`src/rtl/clock_pkg.sv`:
```
// Shared types and constants for the time-of-day set controller and its
// sibling stopwatch/timer modes.
package clock_pkg;

   typedef enum logic [2:0] {
      RUN,
      EDIT_HRS,
      EDIT_MIN,
      EDIT_SEC,
      COMMIT
   } state_t;

   localparam int HRS_W = 5;
   localparam int MS_W  = 6;

   localparam logic [HRS_W-1:0] HRS_MAX = 5'd23;
   localparam logic [MS_W-1:0]  MIN_MAX = 6'd59;
   localparam logic [MS_W-1:0]  SEC_MAX = 6'd59;

   localparam logic [1:0] FIELD_NONE = 2'd0;
   localparam logic [1:0] FIELD_HRS  = 2'd1;
   localparam logic [1:0] FIELD_MIN  = 2'd2;
   localparam logic [1:0] FIELD_SEC  = 2'd3;

   function automatic logic [1:0] field_of(input state_t s);
      case (s)
         EDIT_HRS: return FIELD_HRS;
         EDIT_MIN: return FIELD_MIN;
         EDIT_SEC: return FIELD_SEC;
         default:  return FIELD_NONE;
      endcase
   endfunction

   // Wrap is an explicit compare against the field maximum, never width overflow.
   function automatic logic [HRS_W-1:0] hrs_step(input logic [HRS_W-1:0] v, input logic up);
      if (up) return (v >= HRS_MAX) ? 5'd0 : v + 5'd1;
      else    return (v == 5'd0 || v > HRS_MAX) ? HRS_MAX : v - 5'd1;
   endfunction

   function automatic logic [MS_W-1:0] ms_step(input logic [MS_W-1:0] v,
                                                input logic [MS_W-1:0] max,
                                                input logic up);
      if (up) return (v >= max) ? 6'd0 : v + 6'd1;
      else    return (v == 6'd0 || v > max) ? max : v - 6'd1;
   endfunction

   function automatic logic [HRS_W-1:0] hrs_clamp(input logic [HRS_W-1:0] v);
      return (v > HRS_MAX) ? 5'd0 : v;
   endfunction

   function automatic logic [MS_W-1:0] ms_clamp(input logic [MS_W-1:0] v, input logic [MS_W-1:0] max);
      return (v > max) ? 6'd0 : v;
   endfunction

endpackage

```
`src/rtl/tick_prescaler.sv`:
```
// Divides clk down to a one-cycle tick every CLK_HZ enabled cycles; the count
// holds while en is low and clr restarts the period from zero.
module tick_prescaler #(
   parameter int CLK_HZ = 100000000
) (
   input  logic clk,
   input  logic rst_n,
   input  logic en,
   input  logic clr,
   output logic tick
);

   localparam int W = (CLK_HZ > 1) ? $clog2(CLK_HZ) : 1;
   localparam logic [W-1:0] LAST = W'(CLK_HZ - 1);

   logic [W-1:0] count;

   always_ff @(posedge clk or negedge rst_n) begin
      if (!rst_n) begin
         count <= '0;
         tick  <= 1'b0;
      end else if (clr) begin
         count <= '0;
         tick  <= 1'b0;
      end else if (en) begin
         if (count == LAST) begin
            count <= '0;
            tick  <= 1'b1;
         end else begin
            count <= count + W'(1);
            tick  <= 1'b0;
         end
      end else begin
         tick <= 1'b0;
      end
   end

endmodule

```
`src/rtl/clock_set_ctrl.sv`:
```
// Time-of-day controller: 1 Hz advance enable plus a button-driven
// hours/minutes/seconds edit sequence committed with a single load strobe.
module clock_set_ctrl
   import clock_pkg::*;
#(
   parameter int CLK_HZ     = 100000000,
   parameter int BLINK_HALF = CLK_HZ / 2
) (
   input  logic             clk,
   input  logic             rst_n,
   input  logic             switch,
   input  logic [2:0]       mode,
   input  logic             btn_next,
   input  logic             btn_up,
   input  logic             btn_down,
   input  logic [HRS_W-1:0] cur_hrs,
   input  logic [MS_W-1:0]  cur_min,
   input  logic [MS_W-1:0]  cur_sec,
   output logic             tick_1hz,
   output logic             load,
   output logic [HRS_W-1:0] set_hrs,
   output logic [MS_W-1:0]  set_min,
   output logic [MS_W-1:0]  set_sec,
   output logic             run_en,
   output logic [1:0]       edit_field,
   output logic             blink
);

   localparam int BW = (BLINK_HALF > 1) ? $clog2(BLINK_HALF) : 1;
   localparam logic [BW-1:0] BLINK_LAST = BW'(BLINK_HALF - 1);

   state_t state, state_n;
   logic active, adjust, entering, editing_next;
   logic pre_en, pre_clr;
   logic [BW-1:0] blink_cnt;

   assign active = switch && (mode == 3'd0);

   always_comb begin
      state_n = state;
      case (state)
         RUN:      if (active && btn_next) state_n = EDIT_HRS;
         EDIT_HRS: if (!active) state_n = RUN; else if (btn_next) state_n = EDIT_MIN;
         EDIT_MIN: if (!active) state_n = RUN; else if (btn_next) state_n = EDIT_SEC;
         EDIT_SEC: if (!active) state_n = RUN; else if (btn_next) state_n = COMMIT;
         COMMIT:   state_n = RUN;
         default:  state_n = RUN;
      endcase
   end

   assign adjust       = active && !btn_next && (btn_up ^ btn_down);
   assign entering     = (state == RUN) && (state_n == EDIT_HRS);
   assign editing_next = state_n inside {EDIT_HRS, EDIT_MIN, EDIT_SEC};

   // Counting only when staying in (or returning to) RUN keeps tick_1hz quiet
   // on the first edit cycle; clearing on entry to COMMIT makes the first tick
   // land exactly CLK_HZ cycles after the load strobe.
   assign pre_en  = active && (state_n == RUN);
   assign pre_clr = (state_n == COMMIT);

   tick_prescaler #(.CLK_HZ(CLK_HZ)) u_prescaler (
      .clk  (clk),
      .rst_n(rst_n),
      .en   (pre_en),
      .clr  (pre_clr),
      .tick (tick_1hz)
   );

   always_ff @(posedge clk or negedge rst_n) begin
      if (!rst_n) begin
         state      <= RUN;
         load       <= 1'b0;
         edit_field <= FIELD_NONE;
         run_en     <= 1'b0;
         set_hrs    <= '0;
         set_min    <= '0;
         set_sec    <= '0;
      end else begin
         state      <= state_n;
         load       <= (state_n == COMMIT);
         edit_field <= field_of(state_n);
         run_en     <= active && (state_n == RUN);
         if (entering) begin
            set_hrs <= hrs_clamp(cur_hrs);
            set_min <= ms_clamp(cur_min, MIN_MAX);
            set_sec <= ms_clamp(cur_sec, SEC_MAX);
         end else if (adjust) begin
            case (state)
               EDIT_HRS: set_hrs <= hrs_step(set_hrs, btn_up);
               EDIT_MIN: set_min <= ms_step(set_min, MIN_MAX, btn_up);
               EDIT_SEC: set_sec <= ms_step(set_sec, SEC_MAX, btn_up);
               default:  ;
            endcase
         end
      end
   end

   // Blink phase runs continuously across field changes and restarts only on
   // a fresh entry from RUN.
   always_ff @(posedge clk or negedge rst_n) begin
      if (!rst_n) begin
         blink_cnt <= '0;
         blink     <= 1'b0;
      end else if (editing_next && !entering) begin
         if (blink_cnt == BLINK_LAST) begin
            blink_cnt <= '0;
            blink     <= ~blink;
         end else begin
            blink_cnt <= blink_cnt + BW'(1);
         end
      end else begin
         blink_cnt <= '0;
         blink     <= 1'b0;
      end
   end

endmodule

```
`config.mk`:
```
export PLATFORM = sky130hd
export DESIGN_NAME = clock_set_ctrl
export DESIGN_NICKNAME = d
export VERILOG_FILES = /design/src/rtl/clock_pkg.sv /design/src/rtl/tick_prescaler.sv /design/src/rtl/clock_set_ctrl.sv
export SDC_FILE = /design/constraint.sdc
export NUM_CORES = 1
export LEC_CHECK = 0
export BUFFER_PORTS_ARGS = -buffer_cell sky130_fd_sc_hd__buf_2
export CORE_MARGIN = 2
export CORE_UTILIZATION = 45
export CTS_BUF_LIST = sky130_fd_sc_hd__clkbuf_4
export DETAILED_ROUTE_END_ITERATION = 10
export GPL_TIMING_DRIVEN = 1
export PLACE_DENSITY = 0.73
export RECOVER_POWER = 25
export SLEW_MARGIN = 10
export SYNTH_ARGS = -nofsm -noshare
export SYNTH_HDL_FRONTEND = slang
export SYNTH_HIERARCHICAL = 1
export SYNTH_SLANG_ARGS = --single-unit
```
`constraint.sdc`:
```
create_clock -name clk -period 2.2 [get_ports clk]
set_input_delay 0.33 -clock clk [delete_from_list [all_inputs] [get_ports clk]]
set_output_delay 0.33 -clock clk [all_outputs]
set_load 0.01 [all_outputs]
```
======== Word level (Yosys, flattened, before mapping) ========
Index checks and enable logic that the tools add are counted.
storage, ports and cells
  register bits after elaboration ......... 79
  input bits .............................. 26
  output and inout port bits .............. 23
  logic and storage cells ................. 107
operators by class
  $add $sub $neg .......................... 8
  $lt $le $gt $ge ......................... 9
  eq/ne operators ......................... 10
  multiplexer cells ....................... 40
  bitwise logic cells ..................... 2
  reduce and logical (&&, ||, !) cells .... 27
operators by type and width
  operator                 count
  $mux W6                  14
  $mux W27                 3
  $mux W26                 2
  $mux W5                  7
  $add A27 B1 Y27 const B  1
  $eq A27 B27 Y1 const B   1
  $add A26 B1 Y26 const B  1
  $eq A26 B26 Y1 const B   1
  $gt A6 B6 Y1 const B     4
  $mux W3                  7
  $add A6 B1 Y6 const B    2
  $eq A3 B2 Y1 const B     4
  $ge A6 B6 Y1 const B     2
  $logic_not A6 Y1         2
  $pmux W3 S4              1
  $sub A6 B1 Y6 const B    2
  $gt A5 B5 Y1 const B     2
  $reduce_bool A2 Y1       5
  $logic_not A3 Y1         3
  $logic_and A1 B1 Y1      7
  $eq A3 B1 Y1 const B     2
  $pmux W2 S3              1
  $reduce_and A2 Y1        3
  $add A5 B1 Y5 const B    1
  11 further kinds         18

======== Longest topological paths before layout ========
Gate-level depths: netlist (run 1).
  depth after elaboration ................. 10
  mapped depth ............................ 9
  depth with buffers taken out ............ 8

======== By module ========
Netlist (run 1), hierarchy kept.
modules (own cells, without submodules)
  module          times used  cells each  area an instance (µm²)  sequential area each (µm²)
  clock_set_ctrl  1           395         3,472.1                 1,276.2
  tick_prescaler  1           163         1,542.7                 700.7

======== Least setup slack after synthesis (run 1) ========
No wires, ideal clock.
  kind .................................... input -> register
  start ................................... in mode[1]
  end ..................................... reg u_prescaler.count[15]
  library setup time ...................... 132 ps
  data arrival time ....................... 2,327 ps
  path slack .............................. -260 ps
  stages on the path ...................... 8
  path buffers ............................ 0
  cell sequence ........................... nor4b_2 > nand2_1 > nor2_1 > o2111ai_1 > nor3_1 > nand4_1 > xor2_1 > nor2_1
on the way
  elaborated cells between the ends (all ways) .. 13
  classes of those cells .................. 1 x eq/ne; 6 x mux; 6 x reduce/logical
RTL lines
  what                                                   RTL line              source
  start: declaration                                     clock_set_ctrl.sv:12  input logic [2:0] mode,
  $logic_not A3 Y1 (*)                                   clock_set_ctrl.sv:37  assign active = switch && (mode == 3'd0);
  $logic_and A1 B1 Y1 (*)                                clock_set_ctrl.sv:37
  $logic_and A1 B1 Y1                                    clock_set_ctrl.sv:42  RUN: if (active && btn_next) state_n = EDIT_HRS;
  $mux W3                                                clock_set_ctrl.sv:42
  $pmux W3 S4 (*)                                        clock_set_ctrl.sv:41  case (state)
  $eq A3 B3 Y1 (*)                                       clock_set_ctrl.sv:59  assign pre_clr = (state_n == COMMIT);
  via pre_clr                                            clock_set_ctrl.sv:34  logic pre_en, pre_clr;
  $mux W27 / $reduce_bool A2 Y1 (equally long branches)  -
  end signal: assignment                                 tick_prescaler.sv:30  count <= count + W'(1);
  end: declaration                                       tick_prescaler.sv:16  logic [W-1:0] count;
Mark *: on every way through the listed nets, which the timed path passes. The rest lies on a longest branch.
A chain may end at the register's enable or synchronous reset.

======== Worst setup path in the final report (run 1) ========
  start ................................... reg state[1]
  end ..................................... reg u_prescaler.count[26]
on the way
  word-level cells in the longest chain between the ends .. 6
  elaborated cells between the ends (all ways) .. 17
  classes of those cells .................. 4 x eq/ne; 9 x mux; 4 x reduce/logical
RTL lines
  what                                      RTL line                                                          source
  start: declaration                        clock_set_ctrl.sv:32                                              state_t state, state_n;
  start signal: assignment                  clock_set_ctrl.sv:79                                              state <= state_n;
  $mux W3 (on tied branches) (2 in series)  clock_set_ctrl.sv:45, clock_set_ctrl.sv:43, clock_set_ctrl.sv:44
  $pmux W3 S4 (*)                           clock_set_ctrl.sv:41
  $logic_not A3 Y1 (*)                      clock_set_ctrl.sv:58                                              assign pre_en = active && (state_n == RUN);
  $logic_and A1 B1 Y1 (*)                   clock_set_ctrl.sv:58
  via pre_en                                clock_set_ctrl.sv:34
  $reduce_bool A2 Y1 (no line) (*)          -
Marked as above.

==> impl_metrics.json, run 1 <==
{
  "max_freq_mhz": 479.7,
  "grt_max_degree": 47,
  "fin_tns_setup_ps": 0,
  "dieArea_sq_um": 12000,
  "cp_max_fo": 10,
  "preCtsSetupSlack_ps": -101.1,
  "ys_seq_elements": 79,
  "io_pins": 49,
  "diodes": 0,
  "seqPwrFrac": 0.499,
  "fill_cells": 1022,
  "firstDrtPassIters": 5,
  "async_flop_share": 1.000,
  "port_buffers": 48,
  "initial_utilization": 0.4626,
  "cts_tree": "done",
  "cts_setup_buffers": 0,
  "clk_pin_slew_worst_paths_ps": 130,
  "setup_viol": 0,
  "ir_drop_mv": 0.3918,
  "drv_cap": 0,
  "routed_wl_um": 11780,
  "place.detailed.hpwl_um": 8651,
  "antenna_found_initial": 0,
  "yosys_warnings": 6,
  "synth.top_cells.by_area": "dfrtp_1, xor2_1, nand3_1",
  "cp-start-kind": "flop",
  "slew_headroom": 0.1952,
  "layout_commonest_cell": "dfrtp_1",
  "final_cell_mix": "dfrtp_1, nor2_1, buf_2",
  "path_delay_family": "simple AND/OR/NAND/NOR gates",
  "path_cells": "or3_1 > a21oi_2 > buf_4 > and4_4 > nand3_4 > or4b_1 > a21oi_1",
  "drive_gt1_frac": 0.2328,
  "p_sw_frac": 0.3573,
  "clock_latency_ps": 450,
  "hold_viol": 0,
  "rsz0062_at_grt": "no",
  "cts_buffer_depth": 2,
  "required_ps": 2580,
  "core_area_sq_um": 10840,
  "powerDensity_nw_per_um2": 578.5,
  "placementRows": 38,
  "gp_congestion": 0.8949,
  "min_path_type": "in2reg",
  "clockRootBuffer": "clkbuf_4",
  "htree_num_levels": 3,
  "fin_skew_ps": 17.90,
  "cts_sinks": 79,
  "vias": 4462,
  "synth_top_area_frac": 0.3942,
  "wire_per_inst_um": 15.10,
  "area_delta_synth_final_pct": 16.44,
  "finalCriticalPeriod_ps": 2084,
  "tightest_slew_ps": 1207,
  "place_area_sq_um": 5705,
  "syn_nets": 594,
  "netSwitchingPower_mw": 1.207,
  "first_global_vias": 4489,
  "nets": 671,
  "drv_slew": 0,
  "grt_pass1_wl_um": 20840,
  "ys_seq_area_frac": 0.3942,
  "drt_iter0_drc": 245,
  "power_mw": 3.378,
  "drtAntennaViolNets": 0,
  "synth_flop_cell": "dfrtp_1",
  "finalCritPeriodShare": 0.9475,
  "internal-power_mw": 2.171,
  "crit_type": "reg2reg",
  "pwr-share-clk": 0.237,
  "synth_cells": 558,
  "drc": 0,
  "p_comb_frac": 0.265,
  "vias_per_cell": 5.721,
  "setup_slack_ps": 115.5,
  "crit_slowest_cell": "or4b_1",
  "synthesis.area_sq_um": 5015,
  "status": "completed",
  "cts_buffers": 9,
  "synth_top_area_cell": "dfrtp_1",
  "arrival_ps": 2460,
  "holdWs_ps": 87.50,
  "endpoint_kind": "flop",
  "design_area_sq_um": 5839,
  "grt_use_total": 0.2180,
  "avgSynthCellArea_sq_um": 8.987,
  "dieWidth_um": 109.6,
  "synth_edf_count": 0,
  "cp_slowest_stage_delay_ps": 480,
  "power_leakage_nw": 2.524,
  "path_buf_inv": 1,
  "die_y_um": 109.6,
  "grt-ovfl-total": 0,
  "synth_cell_types": 65
}
==> power groups by stage <==
stage / logic (mW) / registers (mW) / clock network [mW]
6_report: 0.894 / 1.68 / 0.800
5_1_grt: 0.998 / 1.71 / 0.897
4_1_cts: 0.888 / 1.68 / 0.825
3_5_place_dp: 0.883 / 1.71 / 0
3_3_place_gp: 0.848 / 1.70 / 0
2_1_floorplan: 0.567 / 1.69 / 0
==> final cells by class <==
cell class              count  area [sq um]  area share
clock buffers              10         75.07     0.01286
clock inverters             6         45.04    0.007714
inverters                  12         45.04    0.007714
multi-input cells         442          2919      0.4999
flip-flops and latches     79          1977      0.3385
well taps                 140         175.2     0.03000
repair buffers             91         603.1      0.1033
==> per-layer routing <==
layer  track usage  part of all wire  vias to the layer above
met2        0.3682              0.48                      129
met4       0.06872             0.017                        0
met1        0.2747              0.45                     2115
li1              -                 -                     2201
met5             0                 0                        -
met3       0.05335             0.052                       17
==> worst min-delay path, stage by stage <==
cell and delay (ps):
buf_2 70, nand2_1 40, o21ai_1 60
==> logic make-up (layout without fill, tap and decap cells) <==
group                      count (synthesis)  after routing  share of synthesized area
AOI/OAI and AO/OA                        101            101                     0.1325
and+or+nand+nor                          270            270                     0.3079
adders and majority gates                 10             10                    0.02495
buffers and inverters                     37            119                    0.03293
muxes                                      4              4                   0.007984
DFF                                       79             79                     0.3942
xor gates and xnor gates                  57             57                    0.09955
==> sequential cells by signal (all words and copies together), names as in the netlist <==
register           flops
set_min                6
edit_field             2
set_sec                6
u_prescaler/count     27
blink                  1
run_en                 1
set_hrs                5
blink_cnt             26
state                  3
u_prescaler/tick       1
load                   1
==> metrics by stage <==
step	instances	utilization
CTS	780	0.5383
finish	780	0.5387
global route	780	0.5387
detailed placement	763	0.5263
global placement	763	0.5263
floorplan	558	-
==> synth_stat cells (all sizes together) (2+ instances only) <==
| master | n |
|---|---|
| clkbuf | 19 |
| o21a | 2 |
| and3 | 17 |
| xnor2 | 19 |
| o311ai | 4 |
| or4 | 2 |
| or4b | 3 |
| o2111ai | 4 |
| nor3 | 12 |
| o211ai | 2 |
| o21ai | 27 |
| nor4 | 10 |
| inv | 12 |
| buf | 6 |
| nand3b | 5 |
| a41oi | 2 |
| nor2b | 3 |
| a211oi | 6 |
| mux2i | 4 |
| and4 | 11 |
| ha | 10 |
| nand2b | 7 |
| o31ai | 4 |
| a31oi | 7 |
| and4b | 4 |
| a21oi | 24 |
| a32oi | 4 |
| a311o | 3 |
| or3 | 3 |
| nor2 | 74 |
| nand3 | 47 |
| dfrtp | 79 |
| a2111oi | 3 |
| or3b | 3 |
| nor3b | 2 |
| nand2 | 36 |
| nor4b | 3 |
| nand4 | 20 |
| xor2 | 38 |
| and2 | 5 |
| a22oi | 2 |
==> timing repair <==
item / 4_1_cts / 5_1_grt
endpoints found under the hold margin: 45 / 0
gates resized for setup: 0 / 1
endpoints found under the setup margin: 0 / 1
hold buffers: 1 / 0
==> path summary, 6_finish.rpt <==
check,start,endpoint,slack (ps),depth (start not counted)
setup reg to reg,state[1]$_DFF_PN0_,u_prescaler/count[26]$_DFFE_PN0P_,120,7
min in group asynchronous,rst_n,blink_cnt[10]$_DFF_PN0_,650,2
hold / removal,cur_min[0],set_min[0]$_DFFE_PN0P_,90,3
setup / recovery,state[1]$_DFF_PN0_,u_prescaler/count[26]$_DFFE_PN0P_,120,7
hold reg to reg,blink_cnt[0]$_DFF_PN0_,blink_cnt[0]$_DFF_PN0_,520,1
max in group asynchronous,rst_n,set_sec[3]$_DFFE_PN0P_,770,3
(Power assumes the default switching activity.)
==> run 2: changes to the inputs <==
Settings changed: ABC_AREA set to 1, PLACE_DENSITY 0.73 to 0.72.
==> impl_metrics.json, run 2 <==
{
  "drive_gt1_frac": 0.1236,
  "cts_sinks": 79,
  "syn_nets": 895,
  "die_y_um": 115.3,
  "fill_cells": 1231,
  "synth_cells": 859,
  "power_leakage_nw": 3.038,
  "min_path_type": "in2reg",
  "clockRootBuffer": "clkbuf_4",
  "vias": 5409,
  "reg_top3": "u_prescaler/count x27, blink_cnt x26",
  "grt_max_degree": 62,
  "first_global_vias": 4864,
  "drtAntennaViolNets": 0,
  "synth.top_cells.by_area": "dfrtp_1, nand2_1, nand3_1",
  "crit_type": "reg2reg",
  "drc": 0,
  "synth_common_cells": "nand2_1, nor2_1, nand3_1, inv_1, dfrtp_1",
  "cts_tree": "done",
  "area_delta_synth_final_pct": 11.05,
  "initial_utilization": 0.4619,
  "grt-ovfl-total": 0,
  "placementRows": 40,
  "cts_buffers": 9,
  "slew_headroom": 0.2589,
  "status": "completed",
  "htree_num_levels": 3,
  "finalCriticalPeriod_ps": 2051,
  "synth_cell_types": 37,
  "setup_slack_ps": 149.1,
  "clk_pin_slew_worst_paths_ps": 120,
  "core_area_sq_um": 12060,
  "routed_wl_um": 13340,
  "dieArea_sq_um": 13290,
  "drt_iter0_drc": 554,
  "cp_max_fo": 6,
  "synth_top_area_cell": "dfrtp_1",
  "power_mw": 3.705,
  "nets": 954,
  "synthesis.area_sq_um": 5572,
  "ys_seq_elements": 79,
  "grt_use_total": 0.2116,
  "registers.top_by_ff_count": "u_prescaler/count",
  "tightest_slew_ps": 1112,
  "yosysMostFrequentCell": "nand2_1",
  "required_ps": 2550,
  "setup_viol": 0,
  "final_cell_mix": "nand2_1, nor2_1, nand3_1",
  "grt_pass1_wl_um": 22410,
  "cp-start-kind": "flop",
  "io_pins": 49,
  "dieWidth_um": 115.3,
  "port_buffers": 48,
  "gp_congestion": 0.9283,
  "ir_drop_mv": 0.2316,
  "arrival_ps": 2400,
  "vias_per_cell": 4.962,
  "endpoint_kind": "flop",
  "largest_register_ffs": 27,
  "clock_latency_ps": 460,
  "cts_buffer_depth": 2,
  "fin_tns_setup_ps": 0,
  "max_freq_mhz": 487.6,
  "avgSynthCellArea_sq_um": 6.486,
  "yosys_warnings": 6,
  "synth_edf_count": 0,
  "drv_cap": 0,
  "wire_per_inst_um": 12.24,
  "fin_skew_ps": 15.51,
  "synth_flop_cell": "dfrtp_1",
  "antenna_found_initial": 0,
  "layout_commonest_cell": "nand2_1",
  "diodes": 0,
  "hold_viol": 0,
  "finalCritPeriodShare": 0.9322,
  "synth_top_area_frac": 0.3548,
  "place.detailed.hpwl_um": 9956,
  "ys_seq_area_frac": 0.3548,
  "async_flop_share": 1.000,
  "preCtsSetupSlack_ps": -125.7,
  "powerDensity_nw_per_um2": 598.8,
  "drv_slew": 0,
  "utilization": 0.5130,
  "firstDrtPassIters": 5
}
==> run 2: cell types whose count changed after synthesis, sizes merged, moves of 11 or more <==
cell / previous run / this run
a21oi: 24 / 6
xor2: 38 / 11
nand2: 36 / 282
xnor2: 19 / 7
nand3: 47 / 120
inv: 12 / 102
and4: 11 / 0
and3: 17 / 1
clkbuf: 19 / 3
nor2: 74 / 159
==> run 2: final timing paths <==
kind	from	end	slack, ps	depth (start not counted)
hold / removal	cur_min[1]	set_min[1]$_DFFE_PN0P_	110	3
min in group asynchronous	rst_n	u_prescaler/count[15]$_DFFE_PN0P_	600	2
setup / recovery	state[1]$_DFF_PN0_	u_prescaler/count[20]$_DFFE_PN0P_	150	12
max in group asynchronous	rst_n	state[0]$_DFF_PN0_	480	3
hold reg to reg	u_prescaler/count[23]$_DFFE_PN0P_	u_prescaler/count[23]$_DFFE_PN0P_	550	2
setup reg to reg	state[1]$_DFF_PN0_	u_prescaler/count[20]$_DFFE_PN0P_	150	12
==> run 2: logic make-up (layout without fill, tap and decap cells) <==
family,after synthesis,in the layout,synth area share
multiplexers,1,1,0.001797
AO/OA/AOI/OAI,30,30,0.03099
flip-flops,79,79,0.3548
buffers and inverters,115,178,0.08489
XOR/XNOR,18,18,0.02830
adder cells (fa/ha/maj),10,10,0.02246
AND/OR/NAND/NOR,606,606,0.4768
==> run 2: cell type report <==
| type | count | area [sq um] | share of cell area |
|---|---|---|---|
| clock buffer | 9 | 67.56 | 0.01092 |
| clock inverter | 6 | 52.55 | 0.008493 |
| inverter | 103 | 390.4 | 0.06309 |
| multi-input combinational | 665 | 3153 | 0.5096 |
| sequential | 79 | 1978 | 0.3197 |
| tap | 168 | 210.2 | 0.03397 |
| timing repair buffer | 60 | 335.3 | 0.05420 |
==> run 2: per-stage QoR <==
stage / cell area [sq um] / cells / hold WS (ps)
floorplan: 5577 / 859 / 34.41
global route: 6187 / 1090 / 75.78
detailed placement: 6031 / 1073 / 237.8
CTS: 6163 / 1089 / 72.89
finish: 6187 / 1090 / 107.8
global placement: 6031 / 1073 / 232.9
==> run 2: report_power, final <==
| group | leakage [nW] | switching, mW | internal, mW |
|---|---|---|---|
| Sequential | 1.03 | 0.223 | 1.58 |
| Combinational | 1.93 | 0.644 | 0.420 |
| Clock | 0.0704 | 0.508 | 0.327 |
| Total | 3.04 | 1.37 | 2.33 |
==> run 2: what timing repair did <==
action / in CTS / in global routing
pin swaps: 0 / 1
gates resized for setup: 1 / 7
setup endpoints to repair: 8 / 15
hold endpoints to repair: 18 / 0
hold buffers: 1 / 0
buffers inserted: 0 / 1
==> run 2: per-layer routing <==
layer,share of wire,GRT usage,wire length [um],vias to the layer above
met1,0.48,0.2931,6454,2434
met3,0.049,0.05219,653,18
met5,0,0,0,-
met2,0.46,0.3376,6082,129
met4,0.011,0.04578,153,0
li1,-,-,-,2828
==> run 2: worst max-delay path, stage by stage, from the launching register on <==
cell	delay, ps
dfrtp_1	430
inv_2	80
nand3_2	110
nand2_1	80
nand2_1	110
nand3_2	120
nor3_4	290
nor2_4	100
buf_4	190
nor2_4	160
nand2_1	90
xor2_1	140
nor2_1	50
==> run 3: changes to the inputs <==
--- a/config.mk
+++ b/config.mk
@@ -12,2 +12,3 @@
 export CTS_BUF_LIST = sky130_fd_sc_hd__clkbuf_4
+export CTS_CLUSTER_SIZE = 40
 export DETAILED_ROUTE_END_ITERATION = 10
==> constraint.sdc (replaced) <==
create_clock -name clk -period 2.2 [get_ports clk]
set_input_delay 0.44 -clock clk [delete_from_list [all_inputs] [get_ports clk]]
set_output_delay 0.44 -clock clk [all_outputs]
set_load 0.01 [all_outputs]
==> impl_metrics.json, run 3 (synthesis gave the netlist of run 2 again) <==
{
  "status": "completed",
  "diodes": 0,
  "fill_cells": 1208,
  "crit_type": "reg2reg",
  "holdWs_ps": 236.6,
  "grt_max_degree": 43,
  "htree_num_levels": 3,
  "initial_utilization": 0.4619,
  "dieArea_sq_um": 13290,
  "max_freq_mhz": 500.9,
  "antenna_found_initial": 0,
  "grt-ovfl-total": 0,
  "drt-met1-wl_um": 6348,
  "p_sw_frac": 0.3804,
  "final_cell_mix": "nand2_1, nor2_1, nand3_1",
  "pwr-share-clk": 0.207,
  "area_delta_synth_final_pct": 11.23,
  "fin_skew_ps": 25.30,
  "vias": 5464,
  "cpMostUsedCell": "nand2_1",
  "arrival_ps": 2390,
  "rsz0062_at_grt": "no",
  "hold_viol": 0,
  "dieWidth_um": 115.3,
  "met2_wirelength_um": 5965,
  "path_delay_family": "simple AND/OR/NAND/NOR gates",
  "layout_commonest_cell": "nand2_1",
  "power_leakage_nw": 3.045,
  "clock_latency_ps": 460,
  "finalCriticalPeriod_ps": 1996,
  "drtAntennaViolNets": 0,
  "cp_slowest_stage_delay_ps": 400,
  "top_layer_used": "met4",
  "cts_sinks": 79,
  "io_pins": 49,
  "firstDrtPassIters": 5,
  "drive_gt1_frac": 0.1284,
  "finalCritPeriodShare": 0.9074,
  "clockRootBuffer": "clkbuf_4",
  "vias_per_cell": 4.990,
  "place.detailed.hpwl_um": 9974,
  "drv_slew": 0,
  "drc": 0,
  "placementRows": 40,
  "p_comb_frac": 0.293,
  "endpoint_kind": "flop",
  "internal-power_mw": 2.234,
  "reg_top3": "u_prescaler/count x27, blink_cnt x26",
  "cts_tree": "done",
  "powerDensity_nw_per_um2": 581.8,
  "die_y_um": 115.3,
  "seqPwrFrac": 0.500,
  "largest_register_ffs": 27,
  "core_area_sq_um": 12060,
  "registers.top_by_ff_count": "u_prescaler/count",
  "path_buf_inv": 1,
  "wire_per_inst_um": 12.04,
  "nets": 960,
  "slew_headroom": 0.3357,
  "grt_use_total": 0.2108,
  "gp_congestion": 0.9007,
  "netSwitchingPower_mw": 1.372,
  "first_global_vias": 4986,
  "grt_pass1_wl_um": 22600,
  "cp_max_fo": 5,
  "clk_pin_slew_worst_paths_ps": 120,
  "drt_iter0_drc": 541,
  "min_path_type": "in2reg",
  "path_cells": "inv_1 > nand3_1 > nand2_1 > nand2_1 > nand3_2 > nor3_4 > nor2_4 > nor2_2 > nand2_1 > nor2_2 > nand2_1 > nand2_1 > o21ai_1 > nor2_1",
  "required_ps": 2590,
  "wl_met3_um": 682,
  "routed_wl_um": 13180,
  "cp-start-kind": "flop",
  "ir_drop_mv": 0.2272,
  "cts_buffers": 9,
  "crit_slowest_cell": "dfrtp_1",
  "setup_viol": 0,
  "port_buffers": 48,
  "cts_buffer_depth": 2,
  "tightest_slew_ps": 996.4,
  "drv_cap": 0,
  "utilization": 0.5138
}
run 3: layout make-up:
type	count	area [sq um]	share of cell area
Tap cell	168	210.2	0.03392
Clock buffer	10	75.07	0.01211
Clock inverter	4	25.02	0.004038
Multi-Input combinational cell	665	3136	0.5060
Inverter	103	390.4	0.06299
Sequential cell	79	1978	0.3192
Timing Repair Buffer	66	382.9	0.06178
run 3: final timing paths:
| check | from | end | slack [ps] | depth (start not counted) |
|---|---|---|---|---|
| min reg2reg | u_prescaler/count[25]$_DFFE_PN0P_ | u_prescaler/count[25]$_DFFE_PN0P_ | 560 | 2 |
| min in group asynchronous | rst_n | u_prescaler/count[0]$_DFFE_PN0P_ | 660 | 2 |
| min | cur_sec[1] | set_sec[1]$_DFFE_PN0P_ | 240 | 3 |
| max reg2reg | state[2]$_DFF_PN0_ | u_prescaler/count[17]$_DFFE_PN0P_ | 200 | 14 |
| max in group asynchronous | rst_n | load$_DFF_PN0_ | 760 | 3 |
| max | state[2]$_DFF_PN0_ | u_prescaler/count[17]$_DFFE_PN0P_ | 200 | 14 |
run 3: repair_timing:
item | in CTS | in global routing
resized for setup | 1 | 3
setup buffers | 0 | 0
pin swaps | 0 | 0
endpoints found under the setup margin | 6 | 16
hold endpoints to repair | 37 | 0
hold buffers | 1 | 0
run 3: power by group through the flow:
stage | logic, mW | registers (mW) | clock network, mW
floorplan | 0.765 | 1.79 | 0
CTS | 1.05 | 1.80 | 0.782
detailed placement | 1.05 | 1.83 | 0
global route | 1.24 | 1.83 | 0.828
global placement | 1.04 | 1.83 | 0
finish | 1.06 | 1.80 | 0.747
run 3: worst min-delay path: stages:
cell,delay (ps)
buf_2,80
nand3_1,60
nand3_1,80
run 3: per-layer routing:
| layer | track usage | vias to the layer above |
|---|---|---|
| met1 | 0.2943 | 2463 |
| met2 | 0.3310 | 132 |
| met3 | 0.04639 | 22 |
| met4 | 0.05944 | 0 |
| li1 | - | 2847 |
| met5 | 0 | - |
run 3: stage by stage:
step           cells  area, sq um  worst slack (ps)  total power [mW]  setup TNS [ps]
3_5_place_dp    1080         6083            -164.9             2.871           -1228
4_1_cts         1095         6196             12.11             3.633               0
5_1_grt         1095         6197             30.74             3.897               0
2_1_floorplan    859         5577             176.1             2.556               0
3_3_place_gp    1080         6083            -86.73             2.866          -644.5
6_report        1095         6197             203.8             3.606               0
